--- config.mk ---
export PLATFORM = sky130hd
export DESIGN_NAME = mc_main_control
export DESIGN_NICKNAME = d
export VERILOG_FILES = /design/src/rtl/mc_main_control.sv
export SDC_FILE = /design/constraint.sdc
export NUM_CORES = 1
export LEC_CHECK = 0
export ABC_AREA = 0
export ABC_CLOCK_PERIOD_IN_PS = 2900
export CELL_PAD_IN_SITES_DETAIL_PLACEMENT = 1
export CELL_PAD_IN_SITES_GLOBAL_PLACEMENT = 1
export CORE_UTILIZATION = 27
export CTS_CLUSTER_DIAMETER = 60
export DETAILED_ROUTE_END_ITERATION = 8
export PLACE_DENSITY = 0.8
export SKIP_LAST_GASP = 1
export SLEW_MARGIN = 5
export SYNTH_ARGS = -nofsm -noshare
export SYNTH_HDL_FRONTEND = slang
export SYNTH_SLANG_ARGS = --single-unit
--- constraint.sdc ---
create_clock -name clk -period 2.9 [get_ports clk]
set_input_delay 0.87 -clock clk [delete_from_list [all_inputs] [get_ports clk]]
set_output_delay 0.87 -clock clk [all_outputs]
set_load 0.05 [all_outputs]
--- src/rtl/mc_main_control.sv ---
// mc_main_control: main control FSM of the multi-cycle MIPS core.
// Steps the shared datapath through IF/ID/EXE/MEM/WB, one instruction at a time.
// IF and MEM wait on the mem_ready handshake.
// Optional feature macro: MC_PERF_CNT_EN adds the instr_cnt and cycle_cnt performance counters.
module mc_main_control #(
    parameter int CNT_W = 32
) (
    input  logic             clk,
    input  logic             rst_n,
    input  logic [5:0]       opcode,
    input  logic             zero,
    input  logic             sign,
    input  logic             mem_ready,
    output logic [2:0]       state,
    output logic             ir_write,
    output logic             pc_write,
    output logic [1:0]       pc_src,
    output logic             iord,
    output logic             mem_read,
    output logic             mem_write,
    output logic [1:0]       alu_src_a,
    output logic [1:0]       alu_src_b,
    output logic [1:0]       aluop,
    output logic             ext_sel,
    output logic             reg_write,
    output logic [1:0]       reg_dst,
    output logic [1:0]       wb_src,
    output logic             halted
`ifdef MC_PERF_CNT_EN
    ,
    output logic [CNT_W-1:0] instr_cnt,
    output logic [CNT_W-1:0] cycle_cnt
`endif
);

    typedef enum logic [2:0] {
        S_IF   = 3'd0,
        S_ID   = 3'd1,
        S_EXE  = 3'd2,
        S_MEM  = 3'd3,
        S_WB   = 3'd4,
        S_HALT = 3'd5
    } state_t;

    state_t state_q, state_d;

    logic is_r, is_sll, is_i, is_lw, is_sw, is_beq, is_bne, is_bltz;
    logic is_j, is_jal, is_jr, is_halt, is_zext, br_taken;

    // Opcode class decode; anything not matched falls out as illegal (nop).
    always_comb begin
        is_r    = 1'b0;
        is_sll  = (opcode == 6'b011000);
        is_i    = 1'b0;
        is_lw   = (opcode == 6'b110001);
        is_sw   = (opcode == 6'b110000);
        is_beq  = (opcode == 6'b110100);
        is_bne  = (opcode == 6'b110101);
        is_bltz = (opcode == 6'b110110);
        is_j    = (opcode == 6'b111000);
        is_jr   = (opcode == 6'b111001);
        is_jal  = (opcode == 6'b111010);
        is_halt = (opcode == 6'b111111);
        is_zext = 1'b0;
        case (opcode)
            6'b000000, 6'b000001, 6'b010000, 6'b011000, 6'b100111: is_r = 1'b1;
            6'b000010, 6'b100110:                                  is_i = 1'b1;
            6'b010001, 6'b010010, 6'b010011: begin
                is_i    = 1'b1;
                is_zext = 1'b1;   // logical immediates are zero-extended
            end
            default: ;
        endcase
        br_taken = (is_beq & zero) | (is_bne & ~zero) | (is_bltz & sign);
    end

    // State register; reset lands in IF.
    always_ff @(posedge clk or negedge rst_n) begin
        if (!rst_n) state_q <= S_IF;
        else        state_q <= state_d;
    end

    // Next state and control outputs; everything forced low while reset is held.
    always_comb begin
        state_d   = state_q;
        ir_write  = 1'b0;
        pc_write  = 1'b0;
        pc_src    = 2'd0;
        iord      = 1'b0;
        mem_read  = 1'b0;
        mem_write = 1'b0;
        alu_src_a = 2'd0;
        alu_src_b = 2'd0;
        aluop     = 2'd0;
        reg_write = 1'b0;
        reg_dst   = 2'd0;
        wb_src    = 2'd0;
        halted    = 1'b0;
        ext_sel   = rst_n & ~is_zext;
        state     = rst_n ? state_q : S_IF;
        if (rst_n) begin
            case (state_q)
                S_IF: begin
                    // PC+4 is computed by the ALU while the fetch is outstanding.
                    mem_read  = 1'b1;
                    alu_src_b = 2'd1;
                    if (mem_ready) begin
                        ir_write = 1'b1;
                        pc_write = 1'b1;
                        state_d  = S_ID;
                    end
                end
                S_ID: begin
                    // Branch target PC+(imm<<2) goes into ALUOut for use in EXE.
                    alu_src_b = 2'd3;
                    if (is_halt) begin
                        state_d = S_HALT;
                    end else if (is_j || is_jal) begin
                        pc_write = 1'b1;
                        pc_src   = 2'd2;
                        if (is_jal) begin
                            // PC already holds PC+4, so it is the link value.
                            reg_write = 1'b1;
                            reg_dst   = 2'd2;
                            wb_src    = 2'd2;
                        end
                        state_d = S_IF;
                    end else if (is_jr) begin
                        pc_write = 1'b1;
                        pc_src   = 2'd3;
                        state_d  = S_IF;
                    end else if (is_r || is_i || is_lw || is_sw || is_beq || is_bne || is_bltz) begin
                        state_d = S_EXE;
                    end else begin
                        state_d = S_IF;   // illegal opcode retires as a nop
                    end
                end
                S_EXE: begin
                    alu_src_a = 2'd1;
                    if (is_r) begin
                        alu_src_a = is_sll ? 2'd2 : 2'd1;
                        aluop     = 2'd2;
                        state_d   = S_WB;
                    end else if (is_i) begin
                        alu_src_b = 2'd2;
                        aluop     = 2'd2;
                        state_d   = S_WB;
                    end else if (is_lw || is_sw) begin
                        alu_src_b = 2'd2;
                        state_d   = S_MEM;
                    end else begin
                        // Branch compare: rs - rt sets zero/sign.
                        aluop   = 2'd1;
                        state_d = S_IF;
                        if (br_taken) begin
                            pc_write = 1'b1;
                            pc_src   = 2'd1;
                        end
                    end
                end
                S_MEM: begin
                    iord      = 1'b1;
                    mem_read  = is_lw;
                    mem_write = is_sw;
                    if (mem_ready) state_d = is_lw ? S_WB : S_IF;
                end
                S_WB: begin
                    reg_write = 1'b1;
                    reg_dst   = is_r ? 2'd1 : 2'd0;
                    wb_src    = is_lw ? 2'd1 : 2'd0;
                    state_d   = S_IF;
                end
                S_HALT: begin
                    halted = 1'b1;
                end
                default: state_d = S_IF;
            endcase
        end
    end

`ifdef MC_PERF_CNT_EN
    logic retire;
    assign retire = (state_d == S_IF) &&
                    (state_q == S_ID || state_q == S_EXE || state_q == S_MEM || state_q == S_WB);

    // Performance counters: cycles outside HALT and retired instructions; both freeze in HALT.
    always_ff @(posedge clk or negedge rst_n) begin
        if (!rst_n) begin
            instr_cnt <= '0;
            cycle_cnt <= '0;
        end else if (state_q != S_HALT) begin
            cycle_cnt <= cycle_cnt + 1'b1;
            if (retire) instr_cnt <= instr_cnt + 1'b1;
        end
    end
`endif

endmodule

==> results of run 1 <==
[cell families after synthesis]
logic type,count (synthesis),share of synthesized area (%)
multiplexers,2,2.91
AO/OA/AOI/OAI,28,25.7
flip-flops,3,10.3
buffers and inverters,14,11.6
AND/OR/NAND/NOR,62,48.3
XOR/XNOR,1,1.20
[stage by stage]
| step | setup WS, ns | hold slack (ns) | std cells | TNS (ns) |
|---|---|---|---|---|
| after detailed placement | -0.588 | 0.737 | 198 | -7.39 |
| after global placement | -0.476 | 0.703 | 198 | -5.90 |
| after floorplan | -0.272 | 0.574 | 110 | -1.22 |
[synthesized netlist by cell type, types with 2 or more instances]
master / n / area, µm²
nor2_2: 2 / 12.5
nand2_1: 11 / 41.3
a211oi_1: 2 / 15.0
buf_4: 6 / 45.0
dfrtp_1: 3 / 75.1
nor2b_1: 5 / 31.3
nand3_1: 2 / 10.0
a21oi_1: 10 / 50.1
o21ai_0: 4 / 20.0
and3_1: 2 / 12.5
o22ai_1: 2 / 12.5
inv_1: 3 / 11.3
clkbuf_1: 2 / 7.51
nand2b_1: 8 / 50.1
nor3_1: 2 / 10.0
nand2_2: 2 / 12.5
buf_2: 2 / 10.0
and2_1: 4 / 25.0
nor2_1: 13 / 48.8
==> results.sh, run 1 <==
export IMPL_synthCells=110
export IMPL_status="stopped before the end"
export IMPL_postCtsSetupRepairBufs=10
export IMPL_synth_edff_count=0
export IMPL_cts_repair_resized=70
export IMPL_async_reset_ff_share_pct=100
export IMPL_io_buffers=33
export IMPL_firstError="[ERROR DPL-0033] detailed placement checks failed during check placement."
export IMPL_die_h_um=54.0
export IMPL_stop_stage="clock tree synthesis"
export IMPL_synth_seq_cells=3
export IMPL_avgSynthCellArea_um2=6.64
export IMPL_routabilityCongestion=0.807
export IMPL_io_pins=34
export IMPL_dieWidth_um=54.0
export IMPL_syn_nets=121
export IMPL_synth_area_um2=731
export IMPL_cts_root_buf="clkbuf_4"
export IMPL_place_hpwl_um=3060
export IMPL_cts_buffer_depth=2
export IMPL_initial_core_util_pct=29.0
export IMPL_ys_flop_type="dfrtp_1"
export IMPL_cts_made_buffers=3
export IMPL_holdBufCountCts=0
export IMPL_h_tree_depth=1
export IMPL_place_area_um2=1610
export IMPL_ys_types=44
export IMPL_ys_seq_area_share_pct=10.3
export IMPL_rows=18
export IMPL_cts_sinks=3
export IMPL_yosysWarnings=0
==> inputs of run 2 (changes only) <==
--- a/config.mk
+++ b/config.mk
@@ -7,12 +7,10 @@
 export LEC_CHECK = 0
 export ABC_AREA = 0
 export ABC_CLOCK_PERIOD_IN_PS = 2900
-export CELL_PAD_IN_SITES_DETAIL_PLACEMENT = 1
-export CELL_PAD_IN_SITES_GLOBAL_PLACEMENT = 1
-export CORE_UTILIZATION = 27
-export CTS_CLUSTER_DIAMETER = 60
+export CORE_AREA = 2 2 63 65
 export DETAILED_ROUTE_END_ITERATION = 8
-export PLACE_DENSITY = 0.8
+export DIE_AREA = 0 0 65 67
+export PLACE_DENSITY_LB_ADDON = 0.15
 export SKIP_LAST_GASP = 1
 export SLEW_MARGIN = 5
 export SYNTH_ARGS = -nofsm -noshare
==> run 2 against run 1 <==
  * The flow now finishes, with violations (negative setup slack)
  * Synthesized cell count unchanged
  * Area after synthesis stayed put
==> results.sh, run 2 <==
export IMPL_drtIter0Drc=35
export IMPL_synthCells=110
export IMPL_max_freq_mhz=344
export IMPL_fin_ws_ns=-0.00342
export IMPL_switching_share_pct=43.7
export IMPL_ys_types=44
export IMPL_yosysWarnings=0
export IMPL_synth_area_leader_cell="dfrtp_1"
export IMPL_fillCellCount=309
export IMPL_cts_root_buf="clkbuf_8"
export IMPL_final_util_pct=53.9
export IMPL_start_kind="input pin"
export IMPL_switchingPower_uw=255
export IMPL_drive_above_1_share_pct=66.7
export IMPL_die_area_um2=4360
export IMPL_cts_made_buffers=3
export IMPL_largest_register_ffs=3
export IMPL_grt_ovfl_total=0
export IMPL_async_reset_ff_share_pct=100
export IMPL_io_pins=34
export IMPL_final_nets=192
export IMPL_combinationalPowerShare_pct=67.0
export IMPL_pwr_share_seq_pct=11.9
export IMPL_worstMarginPinSlew_ns=0.440
export IMPL_worstHoldPathType="flip-flop to flip-flop"
export IMPL_fin_tns_setup_ns=-0.00342
export IMPL_regMostFlops="state_q"
export IMPL_cp_max_fo=3
export IMPL_avgSynthCellArea_um2=6.64
export IMPL_yosysMostFrequentCell="nor2_1"
export IMPL_diodes=0
export IMPL_synth_area_top_cells="dfrtp_1 10%, a21oi_1 6.8%, nand2b_1 6.8%, nor2_1 6.7%, buf_4 6.2%"
export IMPL_dp_slack_ns=-0.505
export IMPL_pwr_share_clk_pct=21.0
export IMPL_synth_edff_count=0
export IMPL_dieWidth_um=65
export IMPL_leakagePower_uw=0.000791
export IMPL_routabilityCongestion=0.847
export IMPL_period_share_pct=100
export IMPL_cts_tree="built"
export IMPL_syn_nets=121
export IMPL_initial_core_util_pct=20.3
export IMPL_totalWireLength_um=3280
export IMPL_grt_max_degree=10
export IMPL_dp_cells=214
export IMPL_rsz0062_at_grt="true"
export IMPL_ys_flop_type="dfrtp_1"
export IMPL_ant_nets=0
export IMPL_synth_seq_cells=3
export IMPL_report_final_slew_viol_count=0
export IMPL_skew_ns=0.000576
export IMPL_powerDensity_nw_per_um2=301
export IMPL_h_tree_depth=1
export IMPL_cp_end_kind="output port"
export IMPL_synthToLayoutAreaGrowth_pct=166
export IMPL_cts_clk_slew_worst_paths_ns=0.03
export IMPL_rows=22
export IMPL_worstPathArrival_ns=2.03
export IMPL_violations="negative setup slack"
export IMPL_reg_top3="state_q x3"
export IMPL_netlist_area_leader_share_pct=10.3
export IMPL_die_h_um=67
export IMPL_slew_headroom_pct=70.7
export IMPL_clock_latency_ns=0.22
export IMPL_synthTopCellsByCount="13 x nor2_1, 11 x nand2_1, 10 x a21oi_1"
export IMPL_io_buffers=33
export IMPL_antenna_found_initial=0
export IMPL_max_vdd_ir_drop_v=0.000118
export IMPL_required_ns=2.03
export IMPL_p_int_uw=329
export IMPL_maxCapViolCount=0
export IMPL_place_hpwl_um=2450
export IMPL_final_common_cell="buf_4"
export IMPL_status="finished with violations"
export IMPL_first_global_vias=1060
export IMPL_core_area_um2=3610
export IMPL_vias_per_cell=4.77
export IMPL_grt_usage_pct=15.4
export IMPL_routedWlPerCell_um=14.4
export IMPL_crit_type="input pin to output port"
export IMPL_cts_buffer_depth=2
export IMPL_detail_route_first_pass_iterations=4
export IMPL_finalSetupViolCount=1
export IMPL_synth_area_um2=731
export IMPL_vias=1088
export IMPL_min_period_ns=2.90
export IMPL_grt_pass1_wl_um=5150
export IMPL_hold_viol=0
export IMPL_drcViolationCount=0
export IMPL_cts_sinks=3
export IMPL_layout_common_cells="38 x buf_4, 22 x buf_12, 10 x buf_6, 9 x nand2_1, 8 x nor2_1"
export IMPL_ys_seq_area_share_pct=10.3
export IMPL_final_cells=228
## run 2: critical path: stages
cell and delay [ns]:
buf_2 0.12, nand2_4 0.08, buf_4 0.15, buf_4 0.14
nor4_4 0.19, nand3_2 0.15, a21oi_4 0.19, buf_12 0.15
## run 2: kinds of logic after synthesis
| family | synth area share (%) |
|---|---|
| flip-flops | 10.3 |
| AO/OA/AOI/OAI | 25.7 |
| buffers and inverters | 11.6 |
| multiplexers | 2.91 |
| XOR/XNOR | 1.20 |
| AND/OR/NAND/NOR | 48.3 |
## run 2: worst paths after layout
check	cells past startpoint	to	slack, ns	startpoint
max in group asynchronous	3	state_q[0]	1.95	rst_n
hold reg to reg	1	state_q[0]	0.80	state_q[2]
setup / recovery	8	mem_read	-0.003	opcode[4]
min in group asynchronous	3	state_q[1]	0.84	rst_n
hold / removal	1	state_q[0]	0.80	state_q[2]
setup reg to reg	6	state_q[2]	1.03	state_q[2]
## run 2: area by class of cell
cell class,instances,area (µm²),area share [%]
Multi-Input combinational cell,93,852,43.9
Clock buffer,4,45.0,2.32
Tap cell,48,60.1,3.09
Sequential cell,3,76.3,3.93
Inverter,3,11.3,0.580
Timing Repair Buffer,77,898,46.2
## run 2: power by group through the flow
stage	logic, µW	registers, µW	clock network [µW]
2_1_floorplan	199	52.7	0
3_3_place_gp	333	65.4	0
3_5_place_dp	337	65.5	0
4_1_cts	374	65.9	127
5_1_grt	411	71.7	132
6_report	392	69.7	123
## run 2: metal layers
metal | share of wire (%) | GRT usage [%] | up-vias
li1 | - | - | 532
met1 | 39 | 18.5 | 523
met2 | 55 | 28.4 | 31
met3 | 5.3 | 3.72 | 2
met4 | 0.64 | 1.60 | 0
met5 | 0 | 0 | -
## run 2: timing repair
item	CTS	global route
hold buffers	0	0
buffers inserted	6	3
resized for setup	64	19
pin swaps	15	8
gates cloned	1	0
endpoints found under the setup margin	20	12
## run 2: per-stage QoR
step           hold slack (ns)  total power (µW)  area, µm²
6_report                 0.800               584       1940
3_5_place_dp             0.702               402       1610
2_1_floorplan            0.574               252        820
5_1_grt                  0.836               615       1940
4_1_cts                  0.764               567       1850
3_3_place_gp             0.722               399       1610
Power figures use the tool's default switching activity.
==> inputs of run 3 (changes only) <==
--- a/config.mk
+++ b/config.mk
@@ -10,7 +10,6 @@
 export CORE_AREA = 2 2 63 65
 export DETAILED_ROUTE_END_ITERATION = 8
 export DIE_AREA = 0 0 65 67
-export PLACE_DENSITY_LB_ADDON = 0.15
 export SKIP_LAST_GASP = 1
 export SLEW_MARGIN = 5
 export SYNTH_ARGS = -nofsm -noshare
==> run 3 against run 2 <==
  * The run now ends clean
  * Global-route usage about the same
  * Cell count is 1.8% higher
  * Register-to-register slack improved by 0.04 ns
  * Clock skew up 0.0022 ns
  * Maximum frequency is 0.30% higher
  * Count of clock-buffer cells in the layout did not move
  * Sequential cell count is the same
  * Clock power barely moved
  * Highest routed layer unchanged
  * Via count is 3.3% higher
  * Largest cell class unchanged
==> results.sh, run 3 (synthesized netlist as in run 2, its figures left out) <==
export IMPL_cts_root_buf="clkbuf_8"
export IMPL_h_tree_depth=1
export IMPL_core_area_um2=3610
export IMPL_leakagePower_uw=0.000808
export IMPL_maxCapViolCount=0
export IMPL_diodes=0
export IMPL_final_util_pct=53.4
export IMPL_start_kind="input pin"
export IMPL_cp_max_fo=6
export IMPL_slew_headroom_pct=71.5
export IMPL_rows=22
export IMPL_final_nets=196
export IMPL_largest_register_ffs=3
export IMPL_r2r_setup_slack_ns=1.07
export IMPL_max_freq_mhz=345
export IMPL_hold_ws_ns=0.730
export IMPL_synthToLayoutAreaGrowth_pct=164
export IMPL_cts_tree="built"
export IMPL_drive_above_1_share_pct=67.4
export IMPL_antenna_found_initial=0
export IMPL_timing_rr_end="state_q[2]"
export IMPL_cp_end_kind="output port"
export IMPL_fillCellCount=325
export IMPL_layout_common_cells="45 x buf_4, 21 x buf_12, 9 x nand2_1, 8 x nor2_1, 7 x buf_6"
export IMPL_holdBufCountCts=0
export IMPL_totalWireLength_um=3140
export IMPL_vias=1124
export IMPL_report_final_slew_viol_count=0
export IMPL_skew_ns=0.00282
export IMPL_period_share_pct=99.8
export IMPL_clock_latency_ns=0.22
export IMPL_die_h_um=67
export IMPL_max_vdd_ir_drop_v=0.000164
export IMPL_io_pins=34
export IMPL_fin_ws_ns=0.00522
export IMPL_ant_nets=0
export IMPL_min_period_ns=2.89
export IMPL_grt_usage_pct=15.4
export IMPL_cts_clk_slew_worst_paths_ns=0.03
export IMPL_initial_core_util_pct=20.3
export IMPL_final_common_cell="buf_4"
export IMPL_dieWidth_um=65
export IMPL_grt_max_degree=10
export IMPL_r2r_cells=6
export IMPL_grt_ovfl_total=0
export IMPL_die_area_um2=4360
export IMPL_hold_viol=0
export IMPL_r2r_start="state_q[2]"
export IMPL_reg_top3="state_q x3"
export IMPL_cts_sinks=3
export IMPL_finalSetupViolCount=0
export IMPL_cts_made_buffers=3
export IMPL_regMostFlops="state_q"
export IMPL_rsz0062_at_grt="true"
export IMPL_first_global_vias=1109
export IMPL_vias_per_cell=4.84
export IMPL_crit_type="input pin to output port"
export IMPL_io_buffers=33
export IMPL_required_ns=2.03
export IMPL_worstMarginPinSlew_ns=0.428
export IMPL_routabilityCongestion=0.781
export IMPL_dp_slack_ns=-0.506
export IMPL_worstHoldPathType="input pin to async pin"
export IMPL_cts_buffer_depth=2
export IMPL_routedWlPerCell_um=13.5
export IMPL_status="finished clean"
export IMPL_worstPathArrival_ns=2.02
export IMPL_place_hpwl_um=2280
export IMPL_drtIter0Drc=19
export IMPL_grt_pass1_wl_um=5160
export IMPL_powerDensity_nw_per_um2=300
export IMPL_detail_route_first_pass_iterations=5
export IMPL_drcViolationCount=0
==> run 3: power by group <==
group / internal, µW / switching [µW]
clock: 94.1 / 32.1
sequential: 48.2 / 17.2
combinational: 185 / 201
total: 327 / 250
==> run 3: metal layers <==
layer	global-route usage (%)	routed length, µm
met3	2.03	106
met4	7.18	45
met2	26.4	1650
met1	19.0	1340
met5	0	0
==> run 3: critical path, stage by stage <==
cell      delay, ns
buf_4          0.15
nor2b_2        0.15
nor4b_4        0.23
nand2_2        0.13
a221oi_4       0.32
buf_12         0.18
==> run 3: repair_timing <==
| item | in CTS | in global routing |
|---|---|---|
| gates cloned | 1 | 0 |
| setup endpoints to repair | 19 | 12 |
| pin swaps | 15 | 11 |
| buffers inserted | 8 | 1 |
| gates resized for setup | 61 | 15 |
==> run 3: per-stage QoR <==
stage,setup TNS (ns),power [µW],cell area [µm²],instances
after floorplan,-1.22,252,820,110
after global placement,-5.93,402,1640,218
after detailed placement,-6.07,405,1640,218
after CTS,-0.0466,565,1860,231
after global routing,-0.204,605,1930,232
final,0,577,1930,232
==> run 3: final cells by class <==
class,count,area (µm²),area share [%]
inverter,3,11.3,0.584
clock buffer,4,45.0,2.34
timing repair buffer,81,923,47.9
sequential,3,75.1,3.90
multi-input combinational,93,812,42.1
tap,48,60.1,3.12
==> run 3: worst max-delay path by stage <==
stage / cells past startpoint / endpoint / start / slack, ns
finish: 6 / pc_src[0] / opcode[3] / 0.005
global route: 6 / pc_src[0] / opcode[3] / -0.06
CTS: 6 / pc_src[0] / opcode[2] / -0.05
detailed placement: 6 / pc_src[0] / opcode[2] / -0.51
global placement: 6 / pc_src[0] / opcode[2] / -0.44
floorplan: 5 / pc_src[1] / opcode[5] / -0.27
==> inputs of run 4 (changes only) <==
--- a/config.mk
+++ b/config.mk
@@ -6,7 +6,6 @@
 export NUM_CORES = 1
 export LEC_CHECK = 0
 export ABC_AREA = 0
-export ABC_CLOCK_PERIOD_IN_PS = 2900
 export CORE_AREA = 2 2 63 65
 export DETAILED_ROUTE_END_ITERATION = 8
 export DIE_AREA = 0 0 65 67
==> results of run 4 <==
Final layout, timing and power as in run 3 (identical DEF).
